[src/rtl/mdio_controller.sv]
// mdio_controller
//   Station-side Clause-22 MDIO master. Generates MDC, serializes the
//   management frame on MDIO_OUT/MDIO_OE and captures 16 read-data bits
//   from MDIO_IN during read frames.
//
//   State table:
//     IDLE      | MDC low, bus released; accepts MDIO_START
//     PREAMBLE  | drives PRE_LEN '1' bits
//     HEADER    | drives T_DATA[31:16] (ST, OP, PHYAD, REGAD, TA)
//     WR_DATA   | drives T_DATA[15:0]
//     RD_DATA_S | bus released, samples MDIO_IN at each MDC fall
//     DONE      | one cycle; read data published with DATA_RDY
//
//   Ports:
//     clk         system clock
//     rst         asynchronous active-low reset
//     MDIO_START  frame request (honoured in IDLE only)
//     T_DATA      {ST, OP, PHYAD, REGAD, TA, write data}
//     MDIO_IN     serial read data from the PHY side
//     MDC         management clock, period 2*DIV clk
//     MDIO_OE     1 while the controller drives MDIO_OUT
//     MDIO_OUT    serial frame data, MSB first
//     RD_DATA     last completed read data
//     DATA_RDY    one-clk strobe when RD_DATA is updated
//     BUSY        frame in progress
module mdio_controller #(
  parameter int DIV     = 2,
  parameter int PRE_LEN = 0
) (
  input  logic        clk,
  input  logic        rst,
  input  logic        MDIO_START,
  input  logic [31:0] T_DATA,
  input  logic        MDIO_IN,
  output logic        MDC,
  output logic        MDIO_OE,
  output logic        MDIO_OUT,
  output logic [15:0] RD_DATA,
  output logic        DATA_RDY,
  output logic        BUSY
);

  localparam int PH_W = $clog2(2 * DIV);
  // last clk of the MDC low phase, and last clk of the whole bit
  localparam logic [PH_W-1:0] PH_LOW_END = PH_W'(DIV - 1);
  localparam logic [PH_W-1:0] PH_BIT_END = PH_W'(2 * DIV - 1);
  localparam logic [5:0]      PRE_LAST   = 6'((PRE_LEN > 0) ? PRE_LEN - 1 : 0);

  typedef enum logic [2:0] {
    ST_IDLE,
    ST_PREAMBLE,
    ST_HEADER,
    ST_WR_DATA,
    ST_RD_DATA,
    ST_DONE
  } state_t;

  state_t            state_q, state_d;
  logic [PH_W-1:0]   phase_q, phase_d;
  logic [5:0]        bit_q, bit_d;
  logic [31:0]       sr_q, sr_d;
  logic              is_rd_q, is_rd_d;
  logic              mdc_q, mdc_d;
  logic              oe_q, oe_d;
  logic              out_q, out_d;
  logic [15:0]       rd_data_q, rd_data_d;
  logic              rdy_q, rdy_d;
  logic              busy_q, busy_d;
  logic              bit_end;

  assign bit_end = (phase_q == PH_BIT_END);

  always_ff @(posedge clk or negedge rst) begin
    if (!rst) begin
      state_q   <= ST_IDLE;
      phase_q   <= '0;
      bit_q     <= '0;
      sr_q      <= '0;
      is_rd_q   <= 1'b0;
      mdc_q     <= 1'b0;
      oe_q      <= 1'b0;
      out_q     <= 1'b0;
      rd_data_q <= '0;
      rdy_q     <= 1'b0;
      busy_q    <= 1'b0;
    end else begin
      state_q   <= state_d;
      phase_q   <= phase_d;
      bit_q     <= bit_d;
      sr_q      <= sr_d;
      is_rd_q   <= is_rd_d;
      mdc_q     <= mdc_d;
      oe_q      <= oe_d;
      out_q     <= out_d;
      rd_data_q <= rd_data_d;
      rdy_q     <= rdy_d;
      busy_q    <= busy_d;
    end
  end

  always_comb begin
    state_d   = state_q;
    phase_d   = phase_q;
    bit_d     = bit_q;
    sr_d      = sr_q;
    is_rd_d   = is_rd_q;
    mdc_d     = mdc_q;
    oe_d      = oe_q;
    out_d     = out_q;
    rd_data_d = rd_data_q;
    rdy_d     = 1'b0;
    busy_d    = busy_q;

    // MDC generation shared by every frame state: low for DIV clks, then
    // high for DIV clks. The bit-end edge is also the MDC falling edge,
    // which is the only place the data/OE outputs are allowed to move.
    if (state_q != ST_IDLE && state_q != ST_DONE) begin
      if (bit_end) begin
        phase_d = '0;
        mdc_d   = 1'b0;
      end else begin
        phase_d = phase_q + 1'b1;
        if (phase_q == PH_LOW_END) mdc_d = 1'b1;
      end
    end

    case (state_q)
      ST_IDLE: begin
        mdc_d = 1'b0;
        oe_d  = 1'b0;
        if (MDIO_START) begin
          sr_d    = T_DATA;
          is_rd_d = (T_DATA[29:28] == 2'b10);
          busy_d  = 1'b1;
          oe_d    = 1'b1;
          phase_d = '0;
          bit_d   = '0;
          if (PRE_LEN > 0) begin
            state_d = ST_PREAMBLE;
            out_d   = 1'b1;
          end else begin
            state_d = ST_HEADER;
            out_d   = T_DATA[31];
          end
        end
      end

      ST_PREAMBLE: begin
        if (bit_end) begin
          if (bit_q == PRE_LAST) begin
            state_d = ST_HEADER;
            bit_d   = '0;
            out_d   = sr_q[31];
          end else begin
            bit_d = bit_q + 1'b1;
          end
        end
      end

      // sr_q[31] is always the bit currently on the wire, so the next one
      // to present is sr_q[30] before the shift takes effect.
      ST_HEADER: begin
        if (bit_end) begin
          sr_d = {sr_q[30:0], 1'b0};
          if (bit_q == 6'd15) begin
            bit_d = '0;
            if (is_rd_q) begin
              state_d = ST_RD_DATA;
              oe_d    = 1'b0;
              out_d   = 1'b0;
            end else begin
              state_d = ST_WR_DATA;
              out_d   = sr_q[30];
            end
          end else begin
            bit_d = bit_q + 1'b1;
            out_d = sr_q[30];
          end
        end
      end

      ST_WR_DATA: begin
        if (bit_end) begin
          sr_d = {sr_q[30:0], 1'b0};
          if (bit_q == 6'd15) begin
            state_d = ST_DONE;
            bit_d   = '0;
            oe_d    = 1'b0;
            out_d   = 1'b0;
            busy_d  = 1'b0;
          end else begin
            bit_d = bit_q + 1'b1;
            out_d = sr_q[30];
          end
        end
      end

      // The header bits have been shifted out, so the low half of the
      // shift register is reused to collect the read data.
      ST_RD_DATA: begin
        if (bit_end) begin
          sr_d = {sr_q[30:0], MDIO_IN};
          if (bit_q == 6'd15) begin
            state_d   = ST_DONE;
            bit_d     = '0;
            busy_d    = 1'b0;
            rd_data_d = {sr_q[14:0], MDIO_IN};
            rdy_d     = 1'b1;
          end else begin
            bit_d = bit_q + 1'b1;
          end
        end
      end

      ST_DONE: begin
        state_d = ST_IDLE;
        mdc_d   = 1'b0;
        oe_d    = 1'b0;
        out_d   = 1'b0;
        phase_d = '0;
        bit_d   = '0;
      end

      default: begin
        state_d = ST_IDLE;
        mdc_d   = 1'b0;
        oe_d    = 1'b0;
        out_d   = 1'b0;
        busy_d  = 1'b0;
      end
    endcase
  end

  assign MDC      = mdc_q;
  assign MDIO_OE  = oe_q;
  assign MDIO_OUT = out_q;
  assign RD_DATA  = rd_data_q;
  assign DATA_RDY = rdy_q;
  assign BUSY     = busy_q;

endmodule

[config.mk]
export PLATFORM = sky130hd
export DESIGN_NAME = mdio_controller
export DESIGN_NICKNAME = d
export VERILOG_FILES = /design/src/rtl/mdio_controller.sv
export SDC_FILE = /design/constraint.sdc
export NUM_CORES = 1
export LEC_CHECK = 0
export BUFFER_PORTS_ARGS = -buffer_cell sky130_fd_sc_hd__buf_2
export CAP_MARGIN = 20
export CORE_MARGIN = 10
export CORE_UTILIZATION = 46
export DETAILED_ROUTE_END_ITERATION = 12
export HOLD_SLACK_MARGIN = 0.03
export PLACE_DENSITY = 0.68
export SLEW_MARGIN = 10
export SYNTH_ARGS = -nofsm -noshare
export SYNTH_HDL_FRONTEND = slang
export SYNTH_SLANG_ARGS = --single-unit
[constraint.sdc]
create_clock -name clk -period 5.2 [get_ports clk]
set_input_delay 1.3 -clock clk [delete_from_list [all_inputs] [get_ports clk]]
set_output_delay 1.3 -clock clk [all_outputs]
set_load 0.02 [all_outputs]
==> results.toml <==
[timing]
finalCritPeriodShare_pct = 52.72
setup_ws_ns = 2.459
fin_skew_ns = 0.01257
finalSetupViolCount = 0
hold_viol_final = 0
worst_pin_slew_ns = 0.8977
max-slew-margin-rel_pct = 40.16
period_needed_ns = 2.741
fmax_ghz = 0.3648
slew_violations = 0
rsz0062_at_grt = "no"
finalSetupTns_ns = 0

[place]
pre_cts_ws_ns = 2.095
gp_congestion = 0.8391
portBuffers = 56
dp.cells = 441
hpwl_mm = 4.880

[detailed_routing]
routed_wl_mm = 6.878
ant_nets = 0
dr.pass1.iters = 4
vias = 2378
drt-initial-drc-count = 151
vias_per_cell = 5.192
post_drt_wl_per_cell_um = 15.02
drc = 0

[clocking]
cts_root_buf = "clkbuf_8"
cts_max_level = 3
clock-sinks = 65
cts_buffers = 9
clkTransAtPathRegs_ns = 0.07
cts_setup_buffers = 0
clk_path_buf_depth = 2
cts_tree = "done"
clock_latency_ns = 0.33
cts-resized-gates = 0
hold_buffers = 0

[worst_hold_path]
worstHoldPathType = "flip-flop to flip-flop"

[finish]
drive_gt1_share_pct = 27.62
final_nets = 397
antenna_cells = 0
syn_to_final_growth_pct = 16.89
finish.utilization_pct = 55.56
fin_cells = 458

[setup_path]
slowest_stage = "a22oi_4"
critical_path_class = "input port to flip-flop"
required_ns = 5.40
crit_fanout = 42
crit_path_start_kind = "input port"
crit_chain = "buf_2 > nor2b_1 > a21o_1 > a22oi_4 > buf_4 > o21ai_0"
end_kind = "flip-flop"
cp_slowest_stage_delay_ns = 0.54
worstPathArrival_ns = 2.94

[yosys]
synth_area_per_cell_um2 = 10.59
synth-main-ff-cell = "dfrtp_1"
synth_top_area_share_pct = 50.37
ys_ff_latch = 65
ys_types = 50
ys_top_cells_by_area = "dfrtp_1, mux2i_1, o21ai_0"
syn_area_um2 = 3229
ys_seq_area_share_pct = 50.37
syn_nets = 345
yosys_warnings = 0
syn_inst = 305
synthArstFlopShare_pct = 100.0
synth_edf_count = 0
synth_top_area_cell = "dfrtp_1"

[run_status]
outcome = "complete, no violations"

[grt]
grt_pass1_vias = 2487
overflow = 0
grt_start_max_net_pins = 43
grt_use_total_pct = 12.85
antenna_found_initial = 0
grt_pass1_wl_mm = 11.76

[die]
die_y_um = 103.8
io_pins = 57
start_util_pct = 47.53
core_area_um2 = 6794
rows = 30
die_w_um = 103.8
die-area_um2 = 10770

[power]
irDropWorstVdd_v = 0.0002361
p_leak_nw = 1.731
power_density_nw_per_um2 = 450.1

[job]
maxCapViolations = 0
-- cells in the mapped netlist, drive strengths merged (3+ instances only) --
master and number:
dfrtp 65, o21ai 42, nand2 41, mux2i 32, mux2 15, inv 14, a21oi 13, buf 11
nor2 10, clkbuf 7, and3 5, nand3 5, ha 4, nand2b 4, o22ai 4, a22oi 3
nor3 3
-- per-stage QoR --
step	cell area, um2	power [mW]	hold slack, ns
2_1_floorplan	3229	1.147	0.4492
3_3_place_gp	3542	1.252	0.4609
3_5_place_dp	3542	1.281	0.4702
4_1_cts	3747	1.715	0.4855
5_1_grt	3775	1.838	0.5067
6_report	3775	1.699	0.4812
-- logic make-up after synthesis --
kind of cell,share of synthesized area [%]
DFF,50.37
muxes,15.85
xor gates and xnor gates,0.2713
adders and majority gates,1.550
buffers and inverters,4.804
AOI/OAI and AO/OA,15.15
and+or+nand+nor,12.01
-- final timing paths --
| check | slack [ns] | startpoint | cells after the start | to |
|---|---|---|---|---|
| max | 2.46 | MDIO_START | 6 | sr_q[22] |
| min | 0.48 | sr_q[19] | 2 | sr_q[19] |
| max reg2reg | 2.83 | state_q[2] | 5 | sr_q[22] |
| min reg2reg | 0.48 | sr_q[19] | 2 | sr_q[19] |
| max in group asynchronous | 3.22 | rst | 2 | bit_q[4] |
| min in group asynchronous | 1.10 | rst | 1 | sr_q[3] |
-- flip-flops by register name (all words and copies together) (netlist names) --
register	count
BUSY	1
DATA_RDY	1
MDC	1
MDIO_OE	1
MDIO_OUT	1
RD_DATA	16
bit_q	6
is_rd_q	1
phase_q	2
sr_q	32
state_q	3
-- placed cells by master (no fill, tap or decap), types with 2 or more instances in the layout --
cell	count
dfrtp_1	65
o21bai_1	2
buf_2	56
nand2b_1	3
mux2i_1	32
nor2_1	9
mux2_4	6
a22oi_1	2
clkbuf_8	10
nand3_1	5
nor3_1	2
clkinv_4	2
a21oi_1	13
inv_1	14
mux2_2	9
ha_1	4
and3_1	3
nor2b_1	2
nand4_1	2
clkinvlp_4	2
nand2_1	40
a21o_1	2
buf_4	2
o21ai_0	33
a31oi_1	2
o22ai_1	4
o21ai_1	9
-- where the power goes --
group	internal (mW)	total (mW)	switching (mW)
clock	0.235	0.434	0.199
sequential	0.655	0.783	0.128
combinational	0.194	0.482	0.288
total	1.08	1.70	0.615
-- per-layer routing --
layer	vias up	track usage (%)	wire length [um]
li1	1184	-	-
met1	1134	16.25	3278
met2	51	20.45	3215
met3	9	3.532	303
met4	0	4.771	80
met5	-	0	0
-- critical path: cells and delay by family --
kind,cells,cell delay [ns]
compound gates,3,0.91
buf+inv,2,0.56
simple gates,1,0.15
-- area by class of cell --
type                            count  area [um2]
Clock buffer                       10       137.6
Clock inverter                      6       67.56
Fill cell                         618        3019
Inverter                           14       52.55
Multi-Input combinational cell    208        1448
Sequential cell                    65        1627
Tap cell                           96       120.1
Timing Repair Buffer               59       322.8
Power figures use the tool's default switching activity.
